<file path="src/rtl/chunked_adder.sv">
// chunked_adder: multi-cycle WIDTH-bit adder with carry-in. Adds one CHUNK-bit
// slice per clock, least-significant slice first, rippling the carry between
// cycles. Start/Busy/Done handshake; Sum and Carry are registered and update
// only on the cycle the operation completes.
// Optional feature macro: ACCUMULATE_EN adds the Acc input, which selects the
// current Sum register as the B operand when a new operation is accepted.
module chunked_adder #(
   parameter int WIDTH = 16,
   parameter int CHUNK = 4
) (
   input  logic             clk,
   input  logic             rst_n,
   input  logic             Start,
   input  logic [WIDTH-1:0] A,
   input  logic [WIDTH-1:0] B,
   input  logic             Cin,
`ifdef ACCUMULATE_EN
   input  logic             Acc,
`endif
   output logic             Busy,
   output logic             Done,
   output logic [WIDTH-1:0] Sum,
   output logic             Carry
);

   localparam int N  = WIDTH / CHUNK;
   localparam int CW = (N > 1) ? $clog2(N) : 1;
   localparam logic [CW-1:0] CNT_LAST = CW'(N - 1);
   localparam logic [CW-1:0] CNT_ONE  = CW'(1);

   // A slice width that does not tile the operand would leave bits unprocessed.
   generate
      if ((CHUNK < 1) || (WIDTH % CHUNK != 0)) begin : g_bad_chunk
         $error("chunked_adder: CHUNK must divide WIDTH exactly");
      end
   endgenerate

   typedef enum logic [1:0] {
      ST_IDLE = 2'd0,
      ST_RUN  = 2'd1,
      ST_DONE = 2'd2
   } state_t;

   state_t           state_r;
   logic [CW-1:0]    cnt_r;
   logic             c_r;
   logic [WIDTH-1:0] a_r;
   logic [WIDTH-1:0] b_r;
   logic [WIDTH-1:0] res_r;

   int               slice_base_s;
   logic [CHUNK-1:0] a_slice_s;
   logic [CHUNK-1:0] b_slice_s;
   logic [CHUNK:0]   slice_s;
   logic [WIDTH-1:0] res_next_s;
   logic [WIDTH-1:0] b_sel_s;
   logic             accept_s;

   // One CHUNK-bit ripple: {carry_out, sum} = x + y + ci.
   function automatic logic [CHUNK:0] slice_add(
      input logic [CHUNK-1:0] x,
      input logic [CHUNK-1:0] y,
      input logic             ci
   );
      return {1'b0, x} + {1'b0, y} + {{CHUNK{1'b0}}, ci};
   endfunction

   // Slice selection, slice addition and merge of the slice into the result.
   always_comb begin
      slice_base_s = int'(cnt_r) * CHUNK;
      a_slice_s    = a_r[slice_base_s +: CHUNK];
      b_slice_s    = b_r[slice_base_s +: CHUNK];
      slice_s      = slice_add(a_slice_s, b_slice_s, c_r);
      res_next_s   = res_r;
      res_next_s[slice_base_s +: CHUNK] = slice_s[CHUNK-1:0];
   end

   // New operation may start from IDLE or straight out of DONE; B may come from Sum.
   always_comb begin
      accept_s = Start && ((state_r == ST_IDLE) || (state_r == ST_DONE));
`ifdef ACCUMULATE_EN
      if (Acc) begin
         b_sel_s = Sum;
      end else begin
         b_sel_s = B;
      end
`else
      b_sel_s = B;
`endif
   end

   // Control FSM and datapath registers; Busy/Done are registered from next state.
   always_ff @(posedge clk or negedge rst_n) begin
      if (!rst_n) begin
         state_r <= ST_IDLE;
         cnt_r   <= '0;
         c_r     <= 1'b0;
         a_r     <= '0;
         b_r     <= '0;
         res_r   <= '0;
         Sum     <= '0;
         Carry   <= 1'b0;
         Busy    <= 1'b0;
         Done    <= 1'b0;
      end else begin
         case (state_r)
            ST_IDLE, ST_DONE: begin
               if (accept_s) begin
                  a_r     <= A;
                  b_r     <= b_sel_s;
                  c_r     <= Cin;
                  cnt_r   <= '0;
                  res_r   <= '0;
                  state_r <= ST_RUN;
                  Busy    <= 1'b1;
                  Done    <= 1'b0;
               end else begin
                  state_r <= ST_IDLE;
                  Busy    <= 1'b0;
                  Done    <= 1'b0;
               end
            end
            ST_RUN: begin
               res_r <= res_next_s;
               c_r   <= slice_s[CHUNK];
               if (cnt_r == CNT_LAST) begin
                  cnt_r   <= '0;
                  Sum     <= res_next_s;
                  Carry   <= slice_s[CHUNK];
                  state_r <= ST_DONE;
                  Busy    <= 1'b0;
                  Done    <= 1'b1;
               end else begin
                  cnt_r   <= cnt_r + CNT_ONE;
                  state_r <= ST_RUN;
                  Busy    <= 1'b1;
                  Done    <= 1'b0;
               end
            end
            default: begin
               state_r <= ST_IDLE;
               cnt_r   <= '0;
               Busy    <= 1'b0;
               Done    <= 1'b0;
            end
         endcase
      end
   end

endmodule
</file>
<file path="config.mk">
export PLATFORM = sky130hd
export DESIGN_NAME = chunked_adder
export DESIGN_NICKNAME = d
export VERILOG_FILES = /design/src/rtl/chunked_adder.sv
export SDC_FILE = /design/constraint.sdc
export NUM_CORES = 1
export LEC_CHECK = 0
export ABC_AREA = 1
export CAP_MARGIN = 20
export CORE_MARGIN = 4
export CORE_UTILIZATION = 50
export CTS_CLUSTER_SIZE = 30
export DETAILED_ROUTE_END_ITERATION = 10
export HOLD_SLACK_MARGIN = 0.05
export PLACE_DENSITY = 0.75
export SLEW_MARGIN = 20
export SYNTH_ARGS = -nofsm -noshare
export SYNTH_HDL_FRONTEND = slang
export SYNTH_SLANG_ARGS = --single-unit
</file>
<file path="constraint.sdc">
create_clock -name clk -period 3.3 [get_ports clk]
set_input_delay 0.66 -clock clk [delete_from_list [all_inputs] [get_ports clk]]
set_output_delay 0.66 -clock clk [all_outputs]
set_load 0.02 [all_outputs]
</file>
==> key figures <==
Run status
  – Status: complete, no violations

STA
  – Fmax: 340 MHz
  – Fin Clk Skew: around 0.0030 ns
  – Final period util: 0.891
  – Setup WS post-layout: roughly 0.36 ns
  – Slew HR: 0.536
  – Setup total negative slack: 0 ns
  – Crit path time final: a little under 3 ns
  – Final setup violation count: 0
  – RSZ-0062 raised after global routing: false
  – Hold Vio Cnt, Final: 0
  – Worst slew pin tran: approximately 0.70 ns
  – Final slew viol count: 0

Floorplanning
  – Die width: 90.1 um
  – Initial core utilization: 0.522
  – Row count: 29
  – Die H: roughly 90 um
  – I/O pin total: between 50 and 60
  – Core area: roughly 6500 um2
  – Die area: 8120 um2

Cells and area
  – Nets: 453
  – Most frequent cells in the layout: nand2_1, dfrtp_1, clkdlybuf4s50_1
  – ANT cells: 0
  – Synth-to-Final Area Change: 24.8%
  – Share of cells above drive strength 1: 0.144
  – Most common cell after layout, fill and taps aside: nand2_1

Global route
  – GR Util met1: 0.237
  – GR Layer Usage met2: 0.331
  – Number of global-route vias before repair: 2698
  – GRT Max-Usage Layer: met2
  – Met3 Use GR: 0.0309
  – GRT overflow: 0
  – Largest net degree at the start of global routing: 42
  – First-pass GRT wire length: between 10000 and 15000 um
  – GRT Total Usage: 0.191
  – Initial antenna violation count: 0

Worst setup path
  – Crit path kind: reg -> reg
  – Critical Path RT: between 3 and 4 ns
  – Worst EP arrival: 3.20 ns
  – Largest fanout on the critical path: 16
  – Crit path launch type: flip-flop
  – CP endpoint kind: flip-flop

Clock network
  – Clk buf depth: 2
  – Reg clk slew, reported paths: roughly 0.080 ns
  – CTS resizes: 0
  – CTS Root Cell: clkbuf_8
  – CTS sink cnt: just over 70
  – Post-CTS Hold Fix Bufs: 0
  – Worst-Skew Late Latency: between 0.3 and 0.4 ns
  – CTS tree: yes
  – H-tree Lvls: 3
  – Number of setup buffers added after CTS: 0
  – Inserted Clock Buffers: 9

Routing
  – DR vias: between 2k and 3k
  – Number of DRC markers in iteration 0: a little under 200
  – WL/cell: roughly 15 um
  – Drt pass-1 iters: 4
  – WL final: approximately 7300 um
  – Via density: approximately 5.3
  – Antenna viol nets, final: 0
  – DR DRC count: 0

Yosys
  – Avg Cell Area, Syn: 9.65 um2
  – Mapped Nets: 396
  – Mapped Cells: between 300 and 400
  – Synth Register Bits: between 70 and 80
  – YS warnings: 0
  – Mapped cell area: 3370 um2
  – Cell variety after synth: 27
  – Register area share after synthesis: 0.527

Placement
  – Buffers added on ports: 54
  – DP Worst Slack: roughly 0.41 ns
  – DP HPWL: 5400 um
  – Final RePlAce weighted congestion: about 0.9

Worst hold path
  – Hold WC Path Type: in -> async

Job
  – Max-cap violation count: 0

Pwr
  – Pleak: around 2 nW
  – Peak VDD IR: roughly 610 uV
  – Pwr/cell area: around 1000 nW/um2
  – Total power: around 4.4 mW
cell families (layout without fill, tap and decap cells):
kind of cell,count (synthesis),in the layout,synth area share
flip-flops,71,71,0.527
buffers and inverters,47,109,0.0654
multiplexers,32,32,0.107
adder cells (fa/ha/maj),11,11,0.0453
AND/OR/NAND/NOR,135,135,0.167
AO/OA/AOI/OAI,53,53,0.0876
per-layer routing:
layer / part of all wire / vias up
met5: 0 / -
met4: 0.021 / 0
met3: 0.043 / 17
met2: 0.50 / 66
met1: 0.44 / 1245
li1: - / 1252
final cells by class:
type                    count  area (um2)
inverters                  35         136
clock inverters             6         108
flip-flops and latches     71        1780
clock buffers              10         138
repair buffers             58         578
well taps                  77        96.3
fillers                   535        2250
multi-input cells         231        1370
where the power goes:
part	total, mW	leakage, nW	internal (mW)	switching, mW
clock network	0.851	0.122	0.520	0.332
registers	1.46	0.905	1.24	0.228
logic	2.07	0.947	0.836	1.23
total	4.39	1.97	2.59	1.79
stage by stage:
step           hold WS [ns]  instance area, um2  cells   util
2_1_floorplan         0.364                3370    349      -
3_3_place_gp          0.462                3960    472  0.613
3_5_place_dp          0.465                3960    472  0.613
4_1_cts               0.378                4210    488  0.651
5_1_grt               0.428                4210    488  0.651
6_report              0.351                4210    488  0.651
critical path, cell delays in order (launching register included):
cell and delay, ns:
dfrtp_1 0.49, inv_1 0.29, o21ai_0 0.25, o22ai_1 0.13, fa_1 0.43, inv_1 0.08
fa_1 0.42, or2_1 0.23, or2_1 0.23, o22ai_1 0.15, nand2_1 0.07, o21ai_0 0.08
registers in the layout, indices dropped and copies added, names as in the netlist:
| signal | flops |
|---|---|
| c_r | 1 |
| Sum | 16 |
| state_r | 2 |
| b_r | 16 |
| res_r | 16 |
| Done | 1 |
| Carry | 1 |
| a_r | 16 |
| cnt_r | 2 |
synthesized netlist by cell type:
library cell | n | share of area
a21oi_1 | 4 | 0.0059
a22oi_1 | 1 | 0.0022
a32oi_1 | 2 | 0.0052
buf_1 | 1 | 0.0011
buf_2 | 4 | 0.0059
buf_4 | 1 | 0.0022
buf_6 | 4 | 0.013
clkbuf_1 | 2 | 0.0022
dfrtp_1 | 71 | 0.53
fa_1 | 2 | 0.012
ha_1 | 9 | 0.033
inv_1 | 32 | 0.036
inv_2 | 1 | 0.0011
inv_4 | 2 | 0.0037
mux2_2 | 32 | 0.11
nand2_1 | 102 | 0.11
nand2_2 | 1 | 0.0019
nand3_1 | 5 | 0.0074
nand4_1 | 4 | 0.0074
nor2_1 | 18 | 0.020
nor2_8 | 2 | 0.012
nor3_1 | 1 | 0.0015
o21ai_0 | 28 | 0.042
o21ai_1 | 3 | 0.0045
o21bai_1 | 1 | 0.0022
o22ai_1 | 14 | 0.026
or2_1 | 2 | 0.0037
final timing paths:
| check | depth (start not counted) | end | startpoint | slack (ns) |
|---|---|---|---|---|
| hold reg to reg | 2 | Sum[4] | Sum[4] | 0.48 |
| setup / recovery | 11 | res_r[5] | cnt_r[0] | 0.36 |
| setup reg to reg | 11 | res_r[5] | cnt_r[0] | 0.36 |
| min in group clk | 2 | Sum[4] | Sum[4] | 0.48 |
| max in group asynchronous | 2 | cnt_r[1] | rst_n | 2.30 |
| hold / removal | 1 | Done | rst_n | 0.35 |
(Power assumes the default switching activity.)
